[src/rtl/framebuffer_reader_pkg.sv]
// framebuffer_reader_pkg: definitions shared by the frame buffer reader and
// its FIFO. It holds the FSM state encoding, the CI command codes, the burst
// length limit, the FIFO entry width and the burst-size clamp.
package framebuffer_reader_pkg;

  typedef enum logic [2:0] {
    ST_IDLE        = 3'd0,
    ST_REQUEST_BUS = 3'd1,
    ST_INIT_BURST  = 3'd2,
    ST_WAIT_DATA   = 3'd3,
    ST_NEXT        = 3'd4,
    ST_FRAME_DONE  = 3'd5,
    ST_ERROR       = 3'd6
  } fb_state_e;

  typedef enum logic [2:0] {
    CI_RD_BASE   = 3'd0,
    CI_WR_BASE   = 3'd1,
    CI_WR_WPL    = 3'd2,
    CI_WR_LPF    = 3'd3,
    CI_WR_CTRL   = 3'd4,
    CI_RD_STATUS = 3'd5,
    CI_RD_COUNT  = 3'd6,
    CI_NOP       = 3'd7
  } ci_cmd_e;

  localparam int unsigned MAX_BURST = 16;
  // Each FIFO entry is {lastInFrame, lastInLine, data[31:0]}.
  localparam int unsigned FIFO_W    = 34;

  // The next burst is the smaller of MAX_BURST and the words still left in
  // the current line, so a burst never crosses a line boundary.
  function automatic logic [9:0] clamp_burst(input logic [8:0] wpl,
                                             input logic [8:0] word_idx);
    logic [9:0] rem;
    rem = {1'b0, wpl} - {1'b0, word_idx};
    return (rem > 10'(MAX_BURST)) ? 10'(MAX_BURST) : rem;
  endfunction

endpackage

[src/rtl/sync_fifo.sv]
// sync_fifo: single-clock first-word-fall-through FIFO.
// Ports:
//   clk, rst            clock and asynchronous active-high reset
//   flush               synchronous clear of every entry
//   push, push_data     write side; a push while full is dropped
//   pop                 read side; pop_data already shows the head entry
//   pop_data            head entry, driven to 0 while the FIFO is empty
//   full, empty         status flags
//   free_count          number of free slots
module sync_fifo #(
  parameter int unsigned WIDTH = 34,
  parameter int unsigned DEPTH = 32
) (
  input  logic                     clk,
  input  logic                     rst,
  input  logic                     flush,
  input  logic                     push,
  input  logic [WIDTH-1:0]         push_data,
  input  logic                     pop,
  output logic [WIDTH-1:0]         pop_data,
  output logic                     full,
  output logic                     empty,
  output logic [$clog2(DEPTH):0]   free_count
);

  localparam int unsigned AW = $clog2(DEPTH);
  localparam logic [AW:0] DEPTH_C = DEPTH[AW:0];

  logic [WIDTH-1:0] mem_q [DEPTH];
  logic [AW-1:0]    wr_ptr_q, wr_ptr_d;
  logic [AW-1:0]    rd_ptr_q, rd_ptr_d;
  logic [AW:0]      count_q, count_d;
  logic             do_push, do_pop;

  assign empty      = (count_q == '0);
  assign full       = (count_q == DEPTH_C);
  assign free_count = DEPTH_C - count_q;
  assign do_push    = push & ~full;
  assign do_pop     = pop & ~empty;
  // The gate keeps the stream data at 0 while nothing is queued.
  assign pop_data   = empty ? '0 : mem_q[rd_ptr_q];

  always_comb begin
    wr_ptr_d = wr_ptr_q;
    rd_ptr_d = rd_ptr_q;
    count_d  = count_q;
    if (flush) begin
      wr_ptr_d = '0;
      rd_ptr_d = '0;
      count_d  = '0;
    end else begin
      if (do_push) wr_ptr_d = wr_ptr_q + 1'b1;
      if (do_pop)  rd_ptr_d = rd_ptr_q + 1'b1;
      case ({do_push, do_pop})
        2'b10:   count_d = count_q + 1'b1;
        2'b01:   count_d = count_q - 1'b1;
        default: count_d = count_q;
      endcase
    end
  end

  always_ff @(posedge clk or posedge rst) begin
    if (rst) begin
      wr_ptr_q <= '0;
      rd_ptr_q <= '0;
      count_q  <= '0;
    end else begin
      wr_ptr_q <= wr_ptr_d;
      rd_ptr_q <= rd_ptr_d;
      count_q  <= count_d;
    end
  end

  // Storage is data only, so it has no reset.
  always_ff @(posedge clk) begin
    if (do_push && !flush) mem_q[wr_ptr_q] <= push_data;
  end

endmodule

[src/rtl/framebuffer_reader.sv]
// framebuffer_reader: burst-read DMA master. It fetches a frame of 32-bit
// words from the shared bus and delivers them on a valid/ready stream.
// Ports:
//   clock, reset                  system clock and asynchronous active-high reset
//   ciStart/ciCke/ciN/ciValueA/B  custom-instruction request; ciValueA[2:0] selects the command
//   ciResult, ciDone              CI read value and combinational done
//   requestBus, busGrant          bus arbitration
//   beginTransactionOut, endTransactionOut, addressDataOut,
//   byteEnablesOut, readNotWriteOut, burstSizeOut   registered burst framing
//   addressDataIn, dataValidIn, endTransactionIn, busErrorIn   slave responses
//   streamData/Valid/Ready, streamLastInLine/Frame             pixel stream out
module framebuffer_reader
  import framebuffer_reader_pkg::*;
#(
  parameter logic [7:0]  customInstructionId = 8'd0,
  parameter int unsigned fifoDepth           = 32
) (
  input  logic        clock,
  input  logic        reset,
  input  logic        ciStart,
  input  logic        ciCke,
  input  logic [7:0]  ciN,
  input  logic [31:0] ciValueA,
  input  logic [31:0] ciValueB,
  output logic [31:0] ciResult,
  output logic        ciDone,
  output logic        requestBus,
  input  logic        busGrant,
  output logic        beginTransactionOut,
  output logic        endTransactionOut,
  output logic [31:0] addressDataOut,
  output logic [3:0]  byteEnablesOut,
  output logic        readNotWriteOut,
  output logic [7:0]  burstSizeOut,
  input  logic [31:0] addressDataIn,
  input  logic        dataValidIn,
  input  logic        endTransactionIn,
  input  logic        busErrorIn,
  output logic [31:0] streamData,
  output logic        streamValid,
  input  logic        streamReady,
  output logic        streamLastInLine,
  output logic        streamLastInFrame
);

  localparam int unsigned FAW = $clog2(fifoDepth);

  fb_state_e   state_q, state_d;
  logic [31:0] base_q, base_d;
  logic [8:0]  wpl_q, wpl_d;
  logic [10:0] lpf_q, lpf_d;
  logic [1:0]  ctrl_q, ctrl_d;
  logic        err_q, err_d;
  logic [15:0] frame_cnt_q, frame_cnt_d;
  // Shadows of the geometry and base for the frame in flight.
  logic [31:0] base_sh_q, base_sh_d;
  logic [8:0]  wpl_sh_q, wpl_sh_d;
  logic [10:0] lpf_sh_q, lpf_sh_d;
  logic [31:0] addr_q, addr_d;
  logic [8:0]  word_q, word_d;
  logic [10:0] line_q, line_d;
  logic        req_q, req_d;
  logic        begin_q, begin_d;
  logic        end_q, end_d;
  logic [31:0] bus_addr_q, bus_addr_d;
  logic [3:0]  be_q, be_d;
  logic        rnw_q, rnw_d;
  logic [7:0]  burst_q, burst_d;

  logic              ci_sel, busy, geom_ok, room_ok, last_line, last_frame, start_frame;
  ci_cmd_e           ci_cmd;
  logic [9:0]        burst_len;
  logic              fifo_push, fifo_pop, fifo_flush, fifo_full, fifo_empty;
  logic [FIFO_W-1:0] fifo_din, fifo_dout;
  logic [FAW:0]      fifo_free;
  logic              unused_ok;

  assign unused_ok = ^{ciValueA[31:3], fifo_full};

  assign ci_sel  = ciStart & ciCke & (ciN == customInstructionId);
  assign ciDone  = ci_sel;
  assign ci_cmd  = ci_cmd_e'(ciValueA[2:0]);
  assign busy    = (state_q != ST_IDLE) | ~fifo_empty;
  assign geom_ok = (wpl_q != '0) && (lpf_q != '0);

  assign burst_len  = clamp_burst(wpl_sh_q, word_q);
  assign room_ok    = (32'(fifo_free) >= 32'(burst_len));
  assign last_line  = (word_q == wpl_sh_q - 9'd1);
  assign last_frame = last_line && (line_q == lpf_sh_q - 11'd1);

  always_comb begin
    ciResult = '0;
    if (ci_sel) begin
      case (ci_cmd)
        CI_RD_BASE:   ciResult = base_q;
        CI_RD_STATUS: ciResult = {30'd0, err_q, busy};
        CI_RD_COUNT:  ciResult = {16'd0, frame_cnt_q};
        default:      ciResult = '0;
      endcase
    end
  end

  always_comb begin
    state_d     = state_q;
    base_d      = base_q;
    wpl_d       = wpl_q;
    lpf_d       = lpf_q;
    ctrl_d      = ctrl_q;
    err_d       = err_q;
    frame_cnt_d = frame_cnt_q;
    base_sh_d   = base_sh_q;
    wpl_sh_d    = wpl_sh_q;
    lpf_sh_d    = lpf_sh_q;
    addr_d      = addr_q;
    word_d      = word_q;
    line_d      = line_q;
    req_d       = 1'b0;
    begin_d     = 1'b0;
    end_d       = 1'b0;
    bus_addr_d  = '0;
    be_d        = '0;
    rnw_d       = 1'b0;
    burst_d     = '0;
    fifo_push   = 1'b0;
    fifo_flush  = 1'b0;
    fifo_din    = '0;
    start_frame = 1'b0;

    // CI writes come first, so the FSM below can override control and the
    // error flag in the same cycle.
    if (ci_sel) begin
      case (ci_cmd)
        CI_WR_BASE:   base_d = {ciValueB[31:2], 2'b00};
        CI_WR_WPL:    wpl_d  = ciValueB[8:0];
        CI_WR_LPF:    lpf_d  = ciValueB[10:0];
        CI_WR_CTRL:   ctrl_d = ciValueB[1:0];
        CI_RD_STATUS: err_d  = 1'b0;
        default:      ;
      endcase
    end

    case (state_q)
      ST_IDLE: begin
        if (ctrl_q != 2'b00) begin
          if (geom_ok) start_frame = 1'b1;
          else         ctrl_d      = 2'b00;
        end
      end
      ST_REQUEST_BUS: begin
        if (req_q && busGrant) state_d = ST_INIT_BURST;
        else                   req_d   = room_ok;
      end
      ST_INIT_BURST: begin
        begin_d    = 1'b1;
        bus_addr_d = addr_q;
        be_d       = 4'hF;
        rnw_d      = 1'b1;
        burst_d    = 8'(burst_len - 10'd1);
        state_d    = ST_WAIT_DATA;
      end
      ST_WAIT_DATA: begin
        if (busErrorIn) begin
          state_d = ST_ERROR;
        end else begin
          if (dataValidIn) begin
            fifo_push = 1'b1;
            fifo_din  = {last_frame, last_line, addressDataIn};
            addr_d    = addr_q + 32'd4;
            if (last_line) begin
              word_d = '0;
              line_d = line_q + 11'd1;
            end else begin
              word_d = word_q + 9'd1;
            end
          end
          if (endTransactionIn) state_d = ST_NEXT;
        end
      end
      ST_NEXT: begin
        // The line counter is already past the last line once the frame is done.
        state_d = (line_q == lpf_sh_q) ? ST_FRAME_DONE : ST_REQUEST_BUS;
      end
      ST_FRAME_DONE: begin
        frame_cnt_d = frame_cnt_q + 16'd1;
        if (ctrl_q[1] && geom_ok) begin
          start_frame = 1'b1;
        end else begin
          ctrl_d  = ctrl_q[1] ? 2'b00 : {ctrl_q[1], 1'b0};
          state_d = ST_IDLE;
        end
      end
      ST_ERROR: begin
        end_d      = 1'b1;
        err_d      = 1'b1;
        fifo_flush = 1'b1;
        ctrl_d     = 2'b00;
        state_d    = ST_IDLE;
      end
      default: state_d = ST_IDLE;
    endcase

    if (start_frame) begin
      base_sh_d = base_q;
      wpl_sh_d  = wpl_q;
      lpf_sh_d  = lpf_q;
      addr_d    = base_q;
      word_d    = '0;
      line_d    = '0;
      state_d   = ST_REQUEST_BUS;
    end
  end

  always_ff @(posedge clock or posedge reset) begin
    if (reset) begin
      state_q     <= ST_IDLE;
      base_q      <= '0;
      wpl_q       <= '0;
      lpf_q       <= '0;
      ctrl_q      <= '0;
      err_q       <= 1'b0;
      frame_cnt_q <= '0;
      base_sh_q   <= '0;
      wpl_sh_q    <= '0;
      lpf_sh_q    <= '0;
      addr_q      <= '0;
      word_q      <= '0;
      line_q      <= '0;
      req_q       <= 1'b0;
      begin_q     <= 1'b0;
      end_q       <= 1'b0;
      bus_addr_q  <= '0;
      be_q        <= '0;
      rnw_q       <= 1'b0;
      burst_q     <= '0;
    end else begin
      state_q     <= state_d;
      base_q      <= base_d;
      wpl_q       <= wpl_d;
      lpf_q       <= lpf_d;
      ctrl_q      <= ctrl_d;
      err_q       <= err_d;
      frame_cnt_q <= frame_cnt_d;
      base_sh_q   <= base_sh_d;
      wpl_sh_q    <= wpl_sh_d;
      lpf_sh_q    <= lpf_sh_d;
      addr_q      <= addr_d;
      word_q      <= word_d;
      line_q      <= line_d;
      req_q       <= req_d;
      begin_q     <= begin_d;
      end_q       <= end_d;
      bus_addr_q  <= bus_addr_d;
      be_q        <= be_d;
      rnw_q       <= rnw_d;
      burst_q     <= burst_d;
    end
  end

  assign requestBus          = req_q;
  assign beginTransactionOut = begin_q;
  assign endTransactionOut   = end_q;
  assign addressDataOut      = bus_addr_q;
  assign byteEnablesOut      = be_q;
  assign readNotWriteOut     = rnw_q;
  assign burstSizeOut        = burst_q;

  assign streamValid       = ~fifo_empty;
  assign fifo_pop          = streamValid & streamReady;
  assign streamData        = fifo_dout[31:0];
  assign streamLastInLine  = fifo_dout[32];
  assign streamLastInFrame = fifo_dout[33];

  sync_fifo #(
    .WIDTH (FIFO_W),
    .DEPTH (fifoDepth)
  ) u_fifo (
    .clk        (clock),
    .rst        (reset),
    .flush      (fifo_flush),
    .push       (fifo_push),
    .push_data  (fifo_din),
    .pop        (fifo_pop),
    .pop_data   (fifo_dout),
    .full       (fifo_full),
    .empty      (fifo_empty),
    .free_count (fifo_free)
  );

endmodule

[config.mk]
export PLATFORM = sky130hd
export DESIGN_NAME = framebuffer_reader
export DESIGN_NICKNAME = d
export VERILOG_FILES = /design/src/rtl/framebuffer_reader_pkg.sv /design/src/rtl/sync_fifo.sv /design/src/rtl/framebuffer_reader.sv
export SDC_FILE = /design/constraint.sdc
export NUM_CORES = 1
export LEC_CHECK = 0
export CORE_UTILIZATION = 40
export CTS_BUF_LIST = sky130_fd_sc_hd__clkbuf_16
export DETAILED_ROUTE_END_ITERATION = 10
export SYNTH_ARGS = -nofsm -noshare
export SYNTH_HDL_FRONTEND = slang
export SYNTH_HIERARCHICAL = 1
export SYNTH_SLANG_ARGS = --single-unit
export TNS_END_PERCENT = 5
[constraint.sdc]
create_clock -name clock -period 11.1 [get_ports clock]
set_input_delay 1.665 -clock clock [delete_from_list [all_inputs] [get_ports clock]]
set_output_delay 1.665 -clock clock [all_outputs]
set_load 0.02 [all_outputs]
==> out/qor.csv <==
stage,metric,value,unit
critical_path,CP max FO,56,
floorplanning,IO Pins,229,
timing,hold slack,0.4879,ns
clocking,CTS tree,yes,
floorplanning,Core Footprint,130100,um^2
timing,setup_tns,0,ns
synth,"Cell Area, Synth",52710,um^2
place,placed wire-length estimate,71100,um
hold_path,Hold Crit Depth,1,
critical_path,Worst Reg2Reg Path Length in Cells,9,
critical_path,Crit. End Element,output pin,
clocking,Clock Latency Late Sink,0.77,ns
global_route,Total Routing Usage GR,0.1941,
timing,RSZ-0062 raised after global routing,false,
power_and_ir_drop,pwr dens,220.1,nW/um^2
final_layout,share of layout cells above drive strength 1,0.1947,
route,vias per inst,5.608,
place,Placement Cell Area,56730,um^2
floorplanning,Initial Util,0.4050,
power_and_ir_drop,peak supply drop,0.0002317,V
timing,Rel. slew slack,0.2288,
timing,post-route clock skew,0.05226,ns
route,DRC viols,0,
synth,"Warnings, synthesis",6,
final_layout,layout net count,3360,
global_route,initial antenna violation count,5,
critical_path,Worst Setup Path Type,flip-flop to output pin,
power_and_ir_drop,Clk pwr share,0.330,
synth,Syn Inst Count,2994,
route,met2 wire len,60960,um
route,met3 wire length,8695,um
global_route,vias in the first global route,28290,
power_and_ir_drop,leakage power total,19.50,nW
critical_path,Worst path max stage delay,1.11,ns
critical_path,CP startpoint kind,flip-flop,
place,I/O Buffers,197,
final_layout,design area,61160,um^2
route,routed wire length,128400,um
route,Antenna Nets Post-Route,0,
route,initial drt markers,2649,
clocking,Longest Clk Path Bufs,3,
run_status,status,completed,
power_and_ir_drop,combinational power share,0.251,
global_route,first-pass GRT wire length,188100,um
route,TritonRoute pass-1 iters,5,
route,Top Metal Used,met4,
timing,FMAX,147.0,MHz
floorplanning,full die area,133200,um^2
floorplanning,row cnt,132,
clocking,clock-pin transition on the worst setup and hold timing paths,0.06,ns
floorplanning,die height,365.0,um
power_and_ir_drop,Sw Ratio,0.2995,
final_layout,"most common cell after layout, fill and taps aside",edfxtp_1,
timing,Final min period,6.802,ns
global_route,grt ovf,0,
critical_path,flop2flop setup slack,6.62,ns
timing,max-slew violations,0,
timing,crit share post-route,0.6128,
power_and_ir_drop,Sw Pwr,0.004032,W
route,wl on met1,56430,um
final_layout,"commonest cells after routing, fill and taps aside","edfxtp_1 (1088), mux4_2 (204), clkdlybuf4s50_1 (197), dfrtp_1 (195), mux2i_1 (147)",
final_layout,Area Overhead vs Synth,16.02,%
clocking,post_cts resized,0,
run,Max Cap Viol,0,
critical_path,Critical Path AT,5.14,ns
route,drt wl/cell,25.33,um
clocking,Num CTS Buffers,136,
timing,final hold vios,0,
clocking,CTS Sinks,1287,
hold_path,Hold Path Class,flip-flop to flip-flop,
synth,Post-Synthesis Mean Instance Area,17.61,um^2
timing,Slew @ Worst Pin,1.146,ns
power_and_ir_drop,P_int,0.009429,W
timing,count of final setup violators,0,
clocking,hold buffers post-CTS,0,
critical_path,CP max-delay cell,dfrtp_4,
global_route,pin count of the biggest net entering global routing,119,
clocking,Root Driver,clkbuf_16,
clocking,CTS H-tree depth,4,
route,vias after detailed routing,28430,
critical_path,CP cell instances,"buf_4, mux4_2, mux2_2, o22ai_1, nor4_1, clkdlybuf4s50_1",
final_layout,"Core Util, Final",0.4699,
clocking,setup repair bufs after CTS,0,
place,GP Congestion,0.7801,
critical_path,Worst EP required,9.44,ns
power_and_ir_drop,Seq pwr share,0.419,
floorplanning,die width,365.0,um
worst max-delay path: cells and delay by family, from the launching register on:
family	cells	cell delay, ns
muxes	2	0.57
and+or+nand+nor	1	0.87
buffers and inverters	2	1.70
AOI/OAI and AO/OA	1	0.08
DFF	1	1.11
flip-flops by register name, indices dropped and copies added, names as in the netlist, 2 cells and up:
name	cells
addr_q	30
addressDataOut	30
base_q	30
burstSizeOut	8
ctrl_q	2
frame_cnt_q	16
line_q	11
lpf_q	11
lpf_sh_q	11
state_q	3
u_fifo/count_q	6
u_fifo/mem_q	1088
u_fifo/rd_ptr_q	5
u_fifo/wr_ptr_q	5
word_q	9
wpl_q	9
wpl_sh_q	9
final timing paths:
check	start	end
worst min register to register	frame_cnt_q[15]	frame_cnt_q[15]
max in group asynchronous	reset	lpf_sh_q[4]
min in group asynchronous	reset	requestBus
worst max-delay path	u_fifo/rd_ptr_q[1]	streamLastInLine
worst min-delay path	frame_cnt_q[15]	frame_cnt_q[15]
worst max register to register	state_q[1]	u_fifo/mem_q[8][5]
power groups by stage:
| stage | registers (W) | clock network, W | logic (W) |
|---|---|---|---|
| after floorplan | 0.00559 | 0 | 0.00242 |
| after global placement | 0.00574 | 0 | 0.00338 |
| after detailed placement | 0.00574 | 0 | 0.00339 |
| after CTS | 0.00564 | 0.00455 | 0.00340 |
| after global routing | 0.00566 | 0.00472 | 0.00359 |
| final | 0.00564 | 0.00445 | 0.00337 |
cell type report:
cell class                      instances  area, um^2
Timing Repair Buffer                  260        2470
Multi-Input combinational cell       1491       14260
Inverter                               42       162.7
Sequential cell                      1287       37670
Tap cell                             1742        2180
Antenna cell                            5       12.51
Clock inverter                        105       958.4
Fill cell                           11110       68990
Clock buffer                          138        3453
layer usage:
layer  vias up  global-route usage
li1      12380                   -
met1     14950              0.2784
met2       953              0.3059
met3       147             0.03210
met4         0             0.05489
met5         -                   0
per-stage QoR:
| step | std cells | power (W) | setup WS, ns |
|---|---|---|---|
| after floorplan | 2995 | 0.008008 | 4.463 |
| after global routing | 5069 | 0.01398 | 3.909 |
| final | 5070 | 0.01346 | 4.298 |
| after detailed placement | 4822 | 0.009134 | 4.974 |
| after global placement | 4822 | 0.009122 | 4.970 |
| after CTS | 5065 | 0.01359 | 4.137 |
Note: power is estimated with default switching activity, not from simulation.
